<file path="config.mk">
export PLATFORM = sky130hd
export DESIGN_NAME = pim_chunk_engine
export DESIGN_NICKNAME = d
export VERILOG_FILES = /design/src/rtl/pim_chunk_engine.sv
export SDC_FILE = /design/constraint.sdc
export NUM_CORES = 2
export LEC_CHECK = 0
export BUFFER_PORTS_ARGS = -buffer_cell sky130_fd_sc_hd__buf_2
export CAP_MARGIN = 20
export CORE_AREA = 4 4 247 249
export DETAILED_ROUTE_END_ITERATION = 6
export DIE_AREA = 0 0 251 253
export MAX_ROUTING_LAYER = met4
export PLACE_DENSITY = 0.88
export SLEW_MARGIN = 20
export SYNTH_ARGS = -nofsm -noshare
export SYNTH_HDL_FRONTEND = slang
export SYNTH_SLANG_ARGS = --single-unit
</file>
<file path="constraint.sdc">
create_clock -name clk -period 9.7 [get_ports clk]
set_input_delay 2.91 -clock clk [delete_from_list [all_inputs] [get_ports clk]]
set_output_delay 2.91 -clock clk [all_outputs]
set_load 0.01 [all_outputs]
</file>
<file path="src/rtl/pim_chunk_engine.sv">
// pim_chunk_engine: one PIM compute unit. Latches a CHUNK_SIZE x MATRIX_SIZE
// row-chunk of A and a MATRIX_SIZE x CHUNK_SIZE column-chunk of B on a start
// request. It computes their CHUNK_SIZE x CHUNK_SIZE product with a single
// sequential MAC and holds the finished tile with result_valid until the
// controller drops valid.
// Optional feature macro: PIM_SATURATE_EN. When it is defined, each result
// element clamps to 2**WIDTH-1. Otherwise each element keeps the low WIDTH
// bits of the exact sum.
// MAC pipeline: p0 issues indices, p1 holds the registered product, and p2
// accumulates and writes the result. The final write lands one edge after the
// last issue, so result_valid rises CHUNK_SIZE**2*MATRIX_SIZE+1 edges after
// capture.
module pim_chunk_engine #(
  parameter int ID          = 0,
  parameter int WIDTH       = 8,
  parameter int MATRIX_SIZE = 8,
  parameter int CHUNK_SIZE  = MATRIX_SIZE / 2
) (
  input  logic             clk,
  input  logic             rst,
  input  logic             valid,
  input  logic [WIDTH-1:0] matrixA [CHUNK_SIZE][MATRIX_SIZE],
  input  logic [WIDTH-1:0] matrixB [MATRIX_SIZE][CHUNK_SIZE],
  output logic [WIDTH-1:0] result  [CHUNK_SIZE*CHUNK_SIZE],
  output logic             result_valid,
  output logic             busy
);

  localparam int NRES = CHUNK_SIZE * CHUNK_SIZE;
  localparam int AW   = 2 * WIDTH + $clog2(MATRIX_SIZE);
  localparam int PW   = 2 * WIDTH;
  localparam int RW   = (CHUNK_SIZE > 1) ? $clog2(CHUNK_SIZE) : 1;
  localparam int KW   = $clog2(MATRIX_SIZE);
  localparam int IW   = (NRES > 1) ? $clog2(NRES) : 1;

  localparam logic [RW-1:0] RC_LAST = RW'(CHUNK_SIZE - 1);
  localparam logic [KW-1:0] K_LAST  = KW'(MATRIX_SIZE - 1);

  // Elaboration guard: a malformed configuration stops the build.
  if (ID < 0 || MATRIX_SIZE < 2 || CHUNK_SIZE < 1) begin : g_param_check
    $error("pim_chunk_engine: illegal parameter set");
  end

  typedef enum logic [1:0] {IDLE, COMPUTE, DONE} state_t;

  state_t state_q, state_d;

  // Operand snapshot, which isolates the running job from its inputs.
  logic [WIDTH-1:0] opA [CHUNK_SIZE][MATRIX_SIZE];
  logic [WIDTH-1:0] opB [MATRIX_SIZE][CHUNK_SIZE];

  logic [RW-1:0] r_p0, c_p0;
  logic [KW-1:0] k_p0;
  logic          issue_done_p0;

  logic [PW-1:0] prod_p1;
  logic [IW-1:0] idx_p1;
  logic          vld_p1, wrap_p1, last_p1;

  logic [AW-1:0] acc_p2;
  logic [AW-1:0] sum_p1;

  logic capture;

  // Output conversion of an exact sum to an element.
  function automatic logic [WIDTH-1:0] to_elem(input logic [AW-1:0] s);
`ifdef PIM_SATURATE_EN
    if (s > AW'({WIDTH{1'b1}})) return {WIDTH{1'b1}};
    else                        return WIDTH'(s);
`else
    return WIDTH'(s);
`endif
  endfunction

  assign capture      = (state_q == IDLE) && valid;
  assign busy         = (state_q == COMPUTE);
  assign result_valid = (state_q == DONE);
  assign sum_p1       = acc_p2 + AW'(prod_p1);

  // State register.
  always_ff @(posedge clk or negedge rst) begin
    if (!rst) state_q <= IDLE;
    else      state_q <= state_d;
  end

  // Next-state logic: the job ends when the last element's sum is written.
  always_comb begin
    state_d = state_q;
    case (state_q)
      IDLE:    if (valid) state_d = COMPUTE;
      COMPUTE: if (vld_p1 && last_p1) state_d = DONE;
      DONE:    if (!valid) state_d = IDLE;
      default: state_d = IDLE;
    endcase
  end

  // ---- p0 -> p1: snapshot, index walk, product register ----
  always_ff @(posedge clk or negedge rst) begin
    if (!rst) begin
      for (int i = 0; i < CHUNK_SIZE; i++)
        for (int j = 0; j < MATRIX_SIZE; j++) opA[i][j] <= '0;
      for (int i = 0; i < MATRIX_SIZE; i++)
        for (int j = 0; j < CHUNK_SIZE; j++) opB[i][j] <= '0;
      r_p0          <= '0;
      c_p0          <= '0;
      k_p0          <= '0;
      issue_done_p0 <= 1'b0;
      prod_p1       <= '0;
      idx_p1        <= '0;
      vld_p1        <= 1'b0;
      wrap_p1       <= 1'b0;
      last_p1       <= 1'b0;
    end else if (capture) begin
      opA           <= matrixA;
      opB           <= matrixB;
      r_p0          <= '0;
      c_p0          <= '0;
      k_p0          <= '0;
      issue_done_p0 <= 1'b0;
      vld_p1        <= 1'b0;
    end else if (state_q == COMPUTE && !issue_done_p0) begin
      prod_p1 <= PW'(opA[r_p0][k_p0]) * PW'(opB[k_p0][c_p0]);
      idx_p1  <= IW'(r_p0) * IW'(CHUNK_SIZE) + IW'(c_p0);
      vld_p1  <= 1'b1;
      wrap_p1 <= (k_p0 == K_LAST);
      last_p1 <= (r_p0 == RC_LAST) && (c_p0 == RC_LAST) && (k_p0 == K_LAST);
      if (k_p0 == K_LAST) begin
        k_p0 <= '0;
        if (c_p0 == RC_LAST) begin
          c_p0 <= '0;
          if (r_p0 == RC_LAST) issue_done_p0 <= 1'b1;
          else                 r_p0 <= r_p0 + 1'b1;
        end else begin
          c_p0 <= c_p0 + 1'b1;
        end
      end else begin
        k_p0 <= k_p0 + 1'b1;
      end
    end else begin
      vld_p1 <= 1'b0;
    end
  end

  // ---- p1 -> p2: accumulate, write the element at each k wrap ----
  always_ff @(posedge clk or negedge rst) begin
    if (!rst) begin
      acc_p2 <= '0;
      for (int i = 0; i < NRES; i++) result[i] <= '0;
    end else if (capture) begin
      acc_p2 <= '0;
      for (int i = 0; i < NRES; i++) result[i] <= '0;
    end else if (vld_p1) begin
      if (wrap_p1) begin
        result[idx_p1] <= to_elem(sum_p1);
        acc_p2         <= '0;
      end else begin
        acc_p2 <= sum_p1;
      end
    end
  end

endmodule
</file>
---- Yosys cells after proc, flatten, opt, wreduce, memory -nomap -nowiden ----
Cells that the tools add are included.
operators by class
  multiplexer cells ....................... 44
  magnitude comparators ................... 5
  reductions and logical operators ........ 20
  multiply operators ...................... 1
  equality and inequality tests ........... 9
  shift operators ......................... 0
  div/mod/pow operators ................... 0
  add/sub/neg operators ................... 5
  bitwise logic cells ..................... 5
operators by type and width
  cell                                                       number
  128-bit 2-to-1 mux                                         3
  64-bit binary-select mux with 2-bit select                 1
  128-bit bitwise mux                                        1
  64-bit 2-to-1 mux                                          2
  32-bit binary-select mux with 3-bit select                 1
  32-bit 2-to-1 mux                                          2
  19-bit 2-to-1 mux                                          3
  8-bit 2-to-1 mux                                           5
  8-bit demux with 4-bit select                              1
  8-bit binary-select mux with 3-bit select                  1
  2-bit 2-to-1 mux                                           12
  19-bit by 16-bit adder with 19-bit output                  1
  8-bit binary-select mux with 2-bit select                  1
  8-bit by 8-bit multiplier with 16-bit output               1
  2-bit nonzero test                                         6
  3-bit 2-to-1 mux                                           3
  4-bit AND reduction                                        2
  1-bit 2-to-1 mux                                           7
  2-bit equality test (second input constant)                3
  3-bit greater-or-equal comparator (second input constant)  2
  1-bit logical AND                                          6
  2-bit != test (second input constant)                      3
  2-bit inverter with 3-bit output                           2
  2-bit one-hot mux with 3 select lines                      1
  16 further kinds                                           19
word-level totals
  RAM bits ................................ 0
  memories ................................ 0
  bits in latches ......................... 0
  output and inout bits ................... 130
  logic and storage cells ................. 180
  input port bits ......................... 515
  register bits ........................... 692
  bits in read-only memories .............. 0

---- Logic depth before layout (Yosys ltp) ----
  depth in word-level cells ............... 9
  gate-level depth with buffers ........... 24
  mapped depth without buffers ............ 20

---- Worst setup path before layout ----
OpenSTA, ideal clock, no wires.
  kind .................................... reg2reg
  start ................................... register r_p0[0]
  end ..................................... register prod_p1[7]
  cell stages (with the launch flop) ...... 20
  setup slack ............................. 4293 ps
  path buffers ............................ 1
  arrival ................................. 5286 ps
  setup time .............................. 121 ps
  period minus slack after synthesis ...... 5407 ps
  cell sequence ........................... dfrtp_1 buf_6 mux4_2 mux4_2 mux2i_2 nor2_1 fa_1 fa_1 ha_1 inv_1 fa_1 inv_1 ha_1 a21o_1 a21oi_1 xnor2_1 xnor2_1 xnor3_2 xnor2_1 o21ai_1
between the ends
  longest elaborated chain between the ends .. 8
ends and longest elaborated chain
  item                                                    line  RTL
  start: declaration                                      52    logic [RW-1:0] r_p0, c_p0;
  start signal: assignment                                132   else r_p0 <= r_p0 + 1'b1;
  2-bit inverter with 3-bit output (not written as such)  122   prod_p1 <= PW'(opA[r_p0][k_p0]) * PW'(opB[k_p0][c_p0]);
  64-bit binary-select mux with 2-bit select              122
  64-bit 2-to-1 mux (not written as such) (2 in series)   122
  8-bit binary-select mux with 3-bit select               122
  8-bit 2-to-1 mux (not written as such) (2 in series)    122
  8-bit by 8-bit multiplier with 16-bit output            122
  end signal: assignment                                  122
  end: declaration                                        56    logic [PW-1:0] prod_p1;
No other way between the ends. The select of a mux whose other input is x is not followed.
A chain may end at the register's enable or synchronous reset.

---- Worst setup path after layout ----
  start ................................... register k_p0[1]
  end ..................................... register prod_p1[7]
between the ends
  longest elaborated chain between the ends .. 8
  elaborated cells on any way between the ends .. 11
ends and longest elaborated chain
  item                                                      line  RTL
  start: declaration                                        53    logic [KW-1:0] k_p0;
  start signal: assignment                                  137   k_p0 <= k_p0 + 1'b1;
  3-bit inverter with 4-bit output (not written as such) *  122
  32-bit binary-select mux with 3-bit select                122
  32-bit 2-to-1 mux (not written as such) (2 in series)     122
  8-bit binary-select mux with 2-bit select                 122
  8-bit 2-to-1 mux (not written as such) (2 in series)      122
  8-bit by 8-bit multiplier with 16-bit output *            122
Every way passes the cells marked *; elsewhere a longest branch is shown, timed or not. The select of a mux whose other input is x is not followed.

==> metrics.csv <==
metric,value,unit
core footprint,0.0587,mm²
via-per-instance ratio,5.73,
I/O pin cnt,645,
most frequent cell after synthesis,nand2_1,
startpoint types,flop,
TritonRoute pass-1 iters,6,
cts repair resizes,0,
largest family of logic cells by synthesized area,simple AND/OR/NAND/NOR gates,
syn nets,3668,
worst setup path class,flop to flop,
Die W,251,µm
Num CTS Buffers,70,
Initial Util,52.3,%
Syn-to-layout area delta,19.6,%
fin. max-slew vios,0,
Setup Viol. Count Final,0,
first-pass GRT wire length,148,mm
FF-to-FF setup slack,2840,ps
ranking of synthesized cells by area,"dfrtp_1 55%, nand2_1 20%, mux4_2 8.1%",
Slew headroom,13.1,%
clk_lat worst skew,620,ps
RSZ-0062 raised after global routing,false,
Hold Slack,468,ps
Post-DP HPWL,68.8,mm
synth warn,0,
Post-Synthesis Cell Area,0.0307,mm²
"Seq/Total Area, Yosys",54.9,%
CTS hold repair buffers,0,
Post-synth EDFFs,0,
post-layout instance area,0.0367,mm²
adder-cell share of the synthesized area,1.95,%
worst path required time,10160,ps
Avg WL per Cell,21.8,µm
crit path capture type,flop,
GRT Resource Usage Total,31.0,%
die area,0.0635,mm²
gr ovfl total,0,
largest net degree at the start of global routing,261,
synthesis-stage register bit count,673,
Core Rows,89,
Clock transition at path regs,70,ps
leakage,0.0207,µW
max cap viols,0,
Clock Tree Root,clkbuf_16,
"Distinct cells, synth",65,
routability cong.,0.941,
Setup Buffers After CTS,0,
1st-iter DRT viols,2765,
CTS tree,built,
top_reg_cell synth,dfrtp_1,
simple logic cell fraction of the synthesized area,22.4,%
outcome,"complete, no violations",
Max VDD drop,0.000138,V
PwrDens,158,mW/mm²
layout cell share with drive strength beyond 1,24.9,%
total power,5800,µW
mux cell area share after synthesis,11.2,%
WL final,98.0,mm
nets,4218,
DRC,0,
CP max FO,57,
H-tree levels,3,
input/output buffers,644,
Synth Area in Compound Gates,5.41,%
vias in the first global route,25400,
endpoints failing hold,0,
DIE HEIGHT,253,µm
dominant cell type by area after synthesis,dfrtp_1,
top post-synthesis cells by count,"1631 x nand2_1, 673 x dfrtp_1, 143 x clkbuf_1",
"Cell Area, Placed",0.0342,mm²
post-synth top area share,54.9,%
Post-Synth XOR/XNOR Area,0.755,%
fraction of registers with async set/reset,100,%
CP Data Arrival Time,7320,ps
clk sinks,673,
antenna-violating nets left,0,
worst-margin pin slew,1300,ps
crit path time final,6860,ps
Max Fclk,0.146,GHz
CTS max path bufs,3,
total number of vias,25800,
initial antenna violation count,9,
clk_skew,25.6,ps
syn avg cell area,9.85,µm²
final worst path period share,70.7,%
HP Class,flop to flop,
final setup TNS,0,ps
Post-Syn Instances,3113,
-- stage by stage --
| step | util, % | std cells | setup WS (ps) |
|---|---|---|---|
| after floorplan | - | 3113 | 4290 |
| after global placement | 58.3 | 4363 | 2950 |
| after detailed placement | 58.3 | 4363 | 2890 |
| after CTS | 62.4 | 4492 | 2860 |
| after global routing | 62.5 | 4502 | 2540 |
| final | 62.5 | 4503 | 2840 |
-- worst max-delay path, stage by stage (launching register included) --
cell,delay [ps]
dfrtp_4,850
buf_4,770
mux4_2,370
nor2_1,40
nor4_1,660
nor3_2,220
or2_2,360
fa_1,500
inv_1,40
ha_1,300
fa_1,540
inv_1,50
fa_1,520
inv_1,40
ha_1,310
a21oi_1,170
xnor2_1,160
xnor2_1,170
xnor3_2,360
xnor2_1,140
o21ai_1,70
-- path summary, 6_finish.rpt --
path / from / endpoint / cells after the start
max in group asynchronous: rst / opB[158] / 2
hold reg to reg: opB[127] / opB[127] / 2
min in group asynchronous: rst / result[13] / 1
setup reg to reg: k_p0[1] / prod_p1[7] / 20
setup / recovery: k_p0[1] / prod_p1[7] / 20
hold / removal: opB[127] / opB[127] / 2
-- per-layer routing --
metal	part of all wire, %	up-vias	global-route usage [%]
li1	-	11300	-
met3	9.0	360	5.90
met4	5.8	0	16.1
met5	0	-	-
met2	47	1558	47.7
met1	38	12600	39.6
-- cell families after synthesis --
| kind of cell | count (synthesis) |
|---|---|
| compound gates | 212 |
| xor+xnor | 23 |
| fa+ha+maj | 40 |
| buf+inv | 215 |
| flops | 673 |
| mux | 173 |
| simple gates | 1777 |
-- state kept, by name (all words and copies together) (netlist names), 2 cells and up --
| register | cells |
|---|---|
| k_p0 | 3 |
| state_q | 2 |
| opB | 256 |
| result | 128 |
| idx_p1 | 4 |
| c_p0 | 2 |
| r_p0 | 2 |
| prod_p1 | 8 |
| acc_p2 | 8 |
| opA | 256 |
-- layout by cell type, fill, tap and decap left out, types with 8 or more instances in the layout --
cell	n
diode_2	10
nand3_1	13
clkbuf_8	16
dfrtp_1	667
nor2b_1	15
o21ai_1	15
buf_2	643
nor3_1	17
fa_1	13
clkbuf_16	72
mux4_2	110
nand2_1	1630
a21oi_1	25
nor2_1	61
inv_1	23
mux2i_1	35
xnor2_1	16
and3_1	9
or2_2	8
o21ai_0	15
clkinv_2	10
a22o_1	118
buf_4	17
ha_1	27
nand2b_1	8
clkbuf_1	15
mux4_1	19
-- area by class of cell --
| type | count | area (µm²) |
|---|---|---|
| Multi-Input combinational cell | 2225 | 12800 |
| Tap cell | 773 | 967 |
| Timing Repair Buffer | 668 | 3510 |
| Sequential cell | 673 | 16900 |
| Inverter | 25 | 93.8 |
| Clock inverter | 26 | 338 |
| Antenna cell | 10 | 25.0 |
| Fill cell | 4464 | 22000 |
| Clock buffer | 103 | 2080 |
-- report_power, final --
group	internal [µW]	leakage (µW)	switching [µW]
combinational	78.8	0.0102	102
sequential	2810	0.00932	0
clock	1640	0.00118	1170
total	4530	0.0207	1270
No activity file was read; power rests on OpenSTA's default activity.
